`src/rtl/fifo_pack.sv`:
```
// rtl/fifo_pack.sv - packs PACK_N FIFO elements into one wide valid/ready word
// Optional flush/partial-word path enabled by FIFO_PACK_FLUSH_EN.
module fifo_pack #(
   parameter int DATA_W = 8,
   parameter int PACK_N = 4
) (
   input  logic                     clk,
   input  logic                     rst,
   input  logic [DATA_W-1:0]        fifo_rd_data,
   input  logic                     fifo_empty,
   output logic                     fifo_rd_en,
   output logic [DATA_W*PACK_N-1:0] out_data,
   output logic [PACK_N-1:0]        out_keep,
   output logic                     out_valid,
   input  logic                     out_ready,
   input  logic                     flush,
   output logic                     busy
);

   localparam int OUT_W = DATA_W * PACK_N;
   localparam int CNT_W = $clog2(PACK_N + 1);
   localparam logic [CNT_W-1:0] FULL = CNT_W'(PACK_N);

   typedef enum logic {RUN, DRAIN} state_t;

   state_t            state, state_nxt;
   logic [CNT_W-1:0]  cnt;
   logic              pend;
   logic [OUT_W-1:0]  asm_data;
   logic              out_free;
   logic              full_xfer;
   logic              part_xfer;
   logic [CNT_W:0]    fill;
   logic [OUT_W-1:0]  xfer_data;
   logic [PACK_N-1:0] xfer_keep;

   assign out_free  = !out_valid || out_ready;
   assign full_xfer = (cnt == FULL) && out_free;
   // Count in-flight reads so the assembly register can never overflow.
   assign fill       = {1'b0, cnt} + {{CNT_W{1'b0}}, pend};
   assign fifo_rd_en = !rst && (state == RUN) && !fifo_empty && (fill < {1'b0, FULL});
   assign busy       = (cnt != '0) || pend || out_valid || (state == DRAIN);

`ifdef FIFO_PACK_FLUSH_EN
   logic drain_done;

   always_comb begin
      state_nxt  = state;
      drain_done = 1'b0;
      case (state)
         RUN: begin
            if (flush) state_nxt = DRAIN;
         end
         DRAIN: begin
            // A full word still waiting goes out as a normal transfer first.
            if (!pend && out_free && (cnt != FULL)) begin
               drain_done = 1'b1;
               state_nxt  = RUN;
            end
         end
         default: state_nxt = RUN;
      endcase
   end

   assign part_xfer = drain_done && (cnt != '0);
`else
   logic unused_flush;

   assign unused_flush = flush;
   assign state_nxt    = RUN;
   assign part_xfer    = 1'b0;
`endif

   always_comb begin
      xfer_data = asm_data;
      xfer_keep = '1;
`ifdef FIFO_PACK_FLUSH_EN
      if (part_xfer) begin
         for (int i = 0; i < PACK_N; i++) begin
            if (CNT_W'(i) >= cnt) begin
               xfer_data[i*DATA_W +: DATA_W] = '0;
               xfer_keep[i]                  = 1'b0;
            end
         end
      end
`endif
   end

   always_ff @(posedge clk or posedge rst) begin
      if (rst) begin
         state     <= RUN;
         cnt       <= '0;
         pend      <= 1'b0;
         asm_data  <= '0;
         out_data  <= '0;
         out_keep  <= '0;
         out_valid <= 1'b0;
      end else begin
         state <= state_nxt;
         pend  <= fifo_rd_en;
         for (int i = 0; i < PACK_N; i++) begin
            if (pend && (cnt == CNT_W'(i))) asm_data[i*DATA_W +: DATA_W] <= fifo_rd_data;
         end
         // pend implies cnt < PACK_N, so capture and transfer never coincide.
         if (full_xfer || part_xfer) begin
            out_data  <= xfer_data;
            out_keep  <= xfer_keep;
            out_valid <= 1'b1;
            cnt       <= '0;
         end else begin
            if (pend) cnt <= cnt + CNT_W'(1);
            if (out_valid && out_ready) out_valid <= 1'b0;
         end
      end
   end

endmodule

```
`config.mk`:
```
export PLATFORM = sky130hd
export DESIGN_NAME = fifo_pack
export DESIGN_NICKNAME = d
export VERILOG_FILES = /design/src/rtl/fifo_pack.sv
export SDC_FILE = /design/constraint.sdc
export NUM_CORES = 1
export LEC_CHECK = 0
export BUFFER_PORTS_ARGS = -buffer_cell sky130_fd_sc_hd__buf_2
export CAP_MARGIN = 20
export CORE_UTILIZATION = 40
export CTS_BUF_LIST = sky130_fd_sc_hd__clkbuf_16
export CTS_CLUSTER_DIAMETER = 50
export CTS_CLUSTER_SIZE = 40
export DETAILED_ROUTE_END_ITERATION = 8
export PLACE_DENSITY = 0.71
export SKIP_LAST_GASP = 1
export SLEW_MARGIN = 40
export SYNTH_ARGS = -nofsm -noshare
export SYNTH_HDL_FRONTEND = slang
export SYNTH_SLANG_ARGS = --single-unit
```
`constraint.sdc`:
```
create_clock -name clk -period 2.2 [get_ports clk]
set_input_delay 0.33 -clock clk [delete_from_list [all_inputs] [get_ports clk]]
set_output_delay 0.33 -clock clk [all_outputs]
set_load 0.02 [all_outputs]
```
======== After elaboration in Yosys (flattened, before gate mapping) ========
Index checks and enable logic that the tools add are counted.
word-level totals
  word-level logic and storage cells ...... 38
  bits of input ports ..................... 13
  flip-flop bits (word level) ............. 70
operators by class
  equality and inequality tests ........... 4
  multiplexer cells ....................... 4
  order comparisons ....................... 1
  add/sub/neg operators ................... 2
  reduce and logical (&&, ||, !) cells .... 18
operators by type and width
  kind                 count
  $logic_and 1x1->1    8
  $eq 3x2->1 const B   2
  $mux 3               2
  $add 3x1->4          1
  $lt 4x3->1 const B   1
  $reduce_bool 2->1    2
  $add 3x1->3 const B  1
  $eq 3x1->1 const B   1
  $eq 3x3->1 const B   1
  $logic_not 1->1      3
  $logic_not 3->1      1
  $logic_or 1x1->1     3
  $reduce_bool 3->1    1
  $mux 1               2

======== Logic depth before layout (Yosys ltp) ========
  word-level depth ........................ 4
  gate-level depth with buffers ........... 6
  depth with buffers taken out ............ 5

======== Least setup slack after synthesis ========
OpenSTA, ideal clock, no wires.
  path type ............................... register to output
  start ................................... register pend
  end ..................................... output port fifo_rd_en
  arrival ................................. 1.346 ns
  path slack .............................. 0.524 ns
  cell stages (with the launch flop) ...... 4
  path buffers ............................ 1
  cells stage by stage .................... dfrtp_1 > buf_2 > and3_1 > nor4_1
between the ends
  word-level cells in the longest chain between the ends .. 3
RTL lines
  item                      RTL line  text
  start: declaration        28        logic pend;
  start signal: assignment  100       pend <= fifo_rd_en;
  $add 3x1->4               40        assign fill = {1'b0, cnt} + {{CNT_W{1'b0}}, pend};
  $lt 4x3->1                41        assign fifo_rd_en = !rst && (state == RUN) && !fifo_empty && (fill < {1'b0, FULL});
  $logic_and 1x1->1         41
  end: declaration          11        output logic fifo_rd_en,
Every way passes these cells.

======== Final worst setup path ========
Ends and elaborated chain as after synthesis.

==> impl_metrics.csv <==
group,metric,value,unit
worst_setup_path,path_cells,"and3_1, nor4_1, buf_2",
synthesis,yosys.area.top_type_share,63.6,%
clocking,clock_latency,0.32,ns
power_and_ir_drop,p_leak,1.54,nW
floorplan,rows,29,
global_route,use_met3,6.03,%
route,drt_pass1_iterations,7,
floorplan,core-area,6490,sq um
floorplan,io_pins,52,
placement,hpwl,3050,um
placement,port_buffers,50,
global_route,grt_util_met2,22.8,%
clocking,numCtsBuffers,9,
global_route,top_usage_layer,"met2",
route,totalWireLength,4590,um
timing,maxSlewViolCount,0,
placement,place_worst_setup_slack,0.417,ns
final_layout,nFillCells,593,
timing,setup_violations,0,
final_layout,areaGrowthSynthToFinish,21.4,%
min_path,hold_class,"in -> async",
clocking,path_clk_slew,0.05,ns
run_status,violations,"design-rule violations",
floorplan,initial_core_util,42.4,%
final_layout,final_nets,246,
synthesis,synth_seq_area_share,63.6,%
run_status,outcome,"complete, but fails checks",
worst_setup_path,end_kind,"primary output",
power_and_ir_drop,p_per_area,1650,nW/um^2
worst_setup_path,required,1.87,ns
timing,rsz0062_at_grt,"false",
timing,finalSetupTns,0,ns
clocking,cts_root_buffer,"clkbuf_16",
clocking,cts_buffer_depth,2,
worst_setup_path,path_class,"reg -> out",
final_layout,final_common_cell,"dfrtp_1",
synthesis,synth_warnings,0,
synthesis,netlist_instances,171,
timing,fin_crit,1.80,ns
worst_setup_path,slowest_delay,0.47,ns
worst_setup_path,start_kind,"flip-flop",
route,wl_per_cell,14.8,um
global_route,grt_pass1_vias,1544,
worst_setup_path,crit_start,"pend$_DFF_PP0_",
clocking,cts_hold_buf,0,
global_route,antenna_found_initial,0,
final_layout,drive_above_1_share,57.1,%
synthesis,synth.top_cells.by_area,"dfrtp_1 (64%), mux2_2 (25%), ha_1 (2.3%)",
route,antenna_left,0,
clocking,post-cts-setup-buffers,0,
synthesis,yosysUniqueCellTypes,21,
route,drt-initial-drc-count,46,
timing,tightest_slew,0.458,ns
worst_setup_path,cp_slowest_cell,"dfrtp_1",
synthesis,yosys.area.top_type,"dfrtp_1",
global_route,globalRouteOverflowTotal,0,
final_layout,seq_area,1750,sq um
clocking,htreeDepth,3,
timing,timing.final.ws_setup,0.397,ns
power_and_ir_drop,irDropWorstVdd,0.906,mV
global_route,grt_pass1_wl,7760,um
clocking,ctsResizeCount,0,
placement,placed_cells,294,
synthesis,synth_area_per_cell,16.1,sq um
final_layout,diodes,0,
run,max_cap_violations,0,
timing,relSlewSlack,69.4,%
placement,gp_congestion,0.737,
floorplan,die_w,85.0,um
timing,fmax,0.554,GHz
worst_setup_path,cp.arrival,1.47,ns
clocking,clock_sinks,70,
timing,hold_violations,0,
route,drc_errors,4,
timing,fin_crit_sh,82.0,%
synthesis,synth-seq-cells,70,
global_route,grtUsageMet1,17.6,%
worst_setup_path,rr_startpoint,"cnt[0]$_DFFE_PP0P_",
route,vias_per_cell,4.91,
final_layout,fin_cells,310,
final_layout,final_util,51.5,%
power_and_ir_drop,power,0.00551,W
final_layout,layout_common_cells,"dfrtp_1 (70), mux2_2 (61), buf_2 (50)",
global_route,grt_max_degree,53,
worst_setup_path,worstPathMaxFanout,8,
route,vias,1521,
final_layout,multiInputGateArea,906,sq um
clocking,cts_tree,"done",
global_route,grt.total_usage,14.4,%
synthesis,synthesis.area,2750,sq um
floorplan,die_y,85.0,um
synthesis,synth_nets,189,
worst_setup_path,r2r_cells,6,
timing,clock_skew,0.00604,ns
floorplan,dieArea,7220,sq um
==> final timing paths <==
path | slack, ns | end
max | 0.40 | fifo_rd_en
max reg2reg | 0.44 | out_data[2]$_DFFE_PP0P_
min | 0.008 | cnt[2]$_DFFE_PP0P_
max in group asynchronous | 1.58 | asm_data[18]$_DFFE_PP0P_
min reg2reg | 0.49 | out_data[16]$_DFFE_PP0P_
min in group clk | 0.17 | pend$_DFF_PP0_
==> kinds of logic (layout without fill, tap and decap cells) <==
group	after synthesis	in the layout	share of synthesized area, %
flops	70	70	63.6
mux	65	65	26.5
simple gates	14	14	2.73
buf+inv	13	75	3.45
fa+ha+maj	5	5	2.27
compound gates	3	3	1.05
xor+xnor	1	1	0.318
==> synthesized netlist by cell type (all sizes together) <==
cell type and count:
and2b 1, mux2i 1, o21ai 1, nand2 5
ha 5, mux2 64, a211oi 1, nor4 1
a21oi 1, nor2 4, dfrtp 70, and3 1
nand3 1, xnor2 1, inv 6, or2 1
buf 7
==> metal layers <==
metal	up-vias	wire length, um
met5	-	0
met4	0	29
met3	4	214
met2	34	2250
met1	776	2100
li1	707	-
==> sequential cells by signal, indices dropped and copies added, names as in the netlist <==
register,cells
out_data,32
out_valid,1
cnt,3
pend,1
out_keep,1
asm_data,32
==> power breakdown <==
| part | leakage (nW) | internal [W] | switching, W |
|---|---|---|---|
| sequential | 0.823 | 0.00194 | 0.000325 |
| clock | 0.139 | 0.000856 | 0.000493 |
| combinational | 0.573 | 0.000937 | 0.000954 |
==> critical path, delay by kind of cell, from the launching register on <==
kind / cells / cell delay, ns
buf+inv: 1 / 0.23
flops: 1 / 0.47
simple gates: 2 / 0.46
==> area by class of cell <==
| type | count | share of cell area [%] |
|---|---|---|
| flip-flops and latches | 70 | 52.4 |
| multi-input cells | 88 | 27.1 |
| repair buffers | 53 | 8.54 |
| clock buffers | 9 | 6.74 |
| well taps | 77 | 2.88 |
| clock inverters | 7 | 1.65 |
| inverters | 6 | 0.674 |
==> through the flow <==
step | instance area, sq um | hold slack [ns]
after global routing | 3340 | 0.0418
after detailed placement | 3060 | 0.359
after floorplan | 2750 | 0.426
after CTS | 3340 | 0.0128
after global placement | 3060 | 0.358
final | 3340 | 0.00841
No activity file was read; power rests on OpenSTA's default activity.
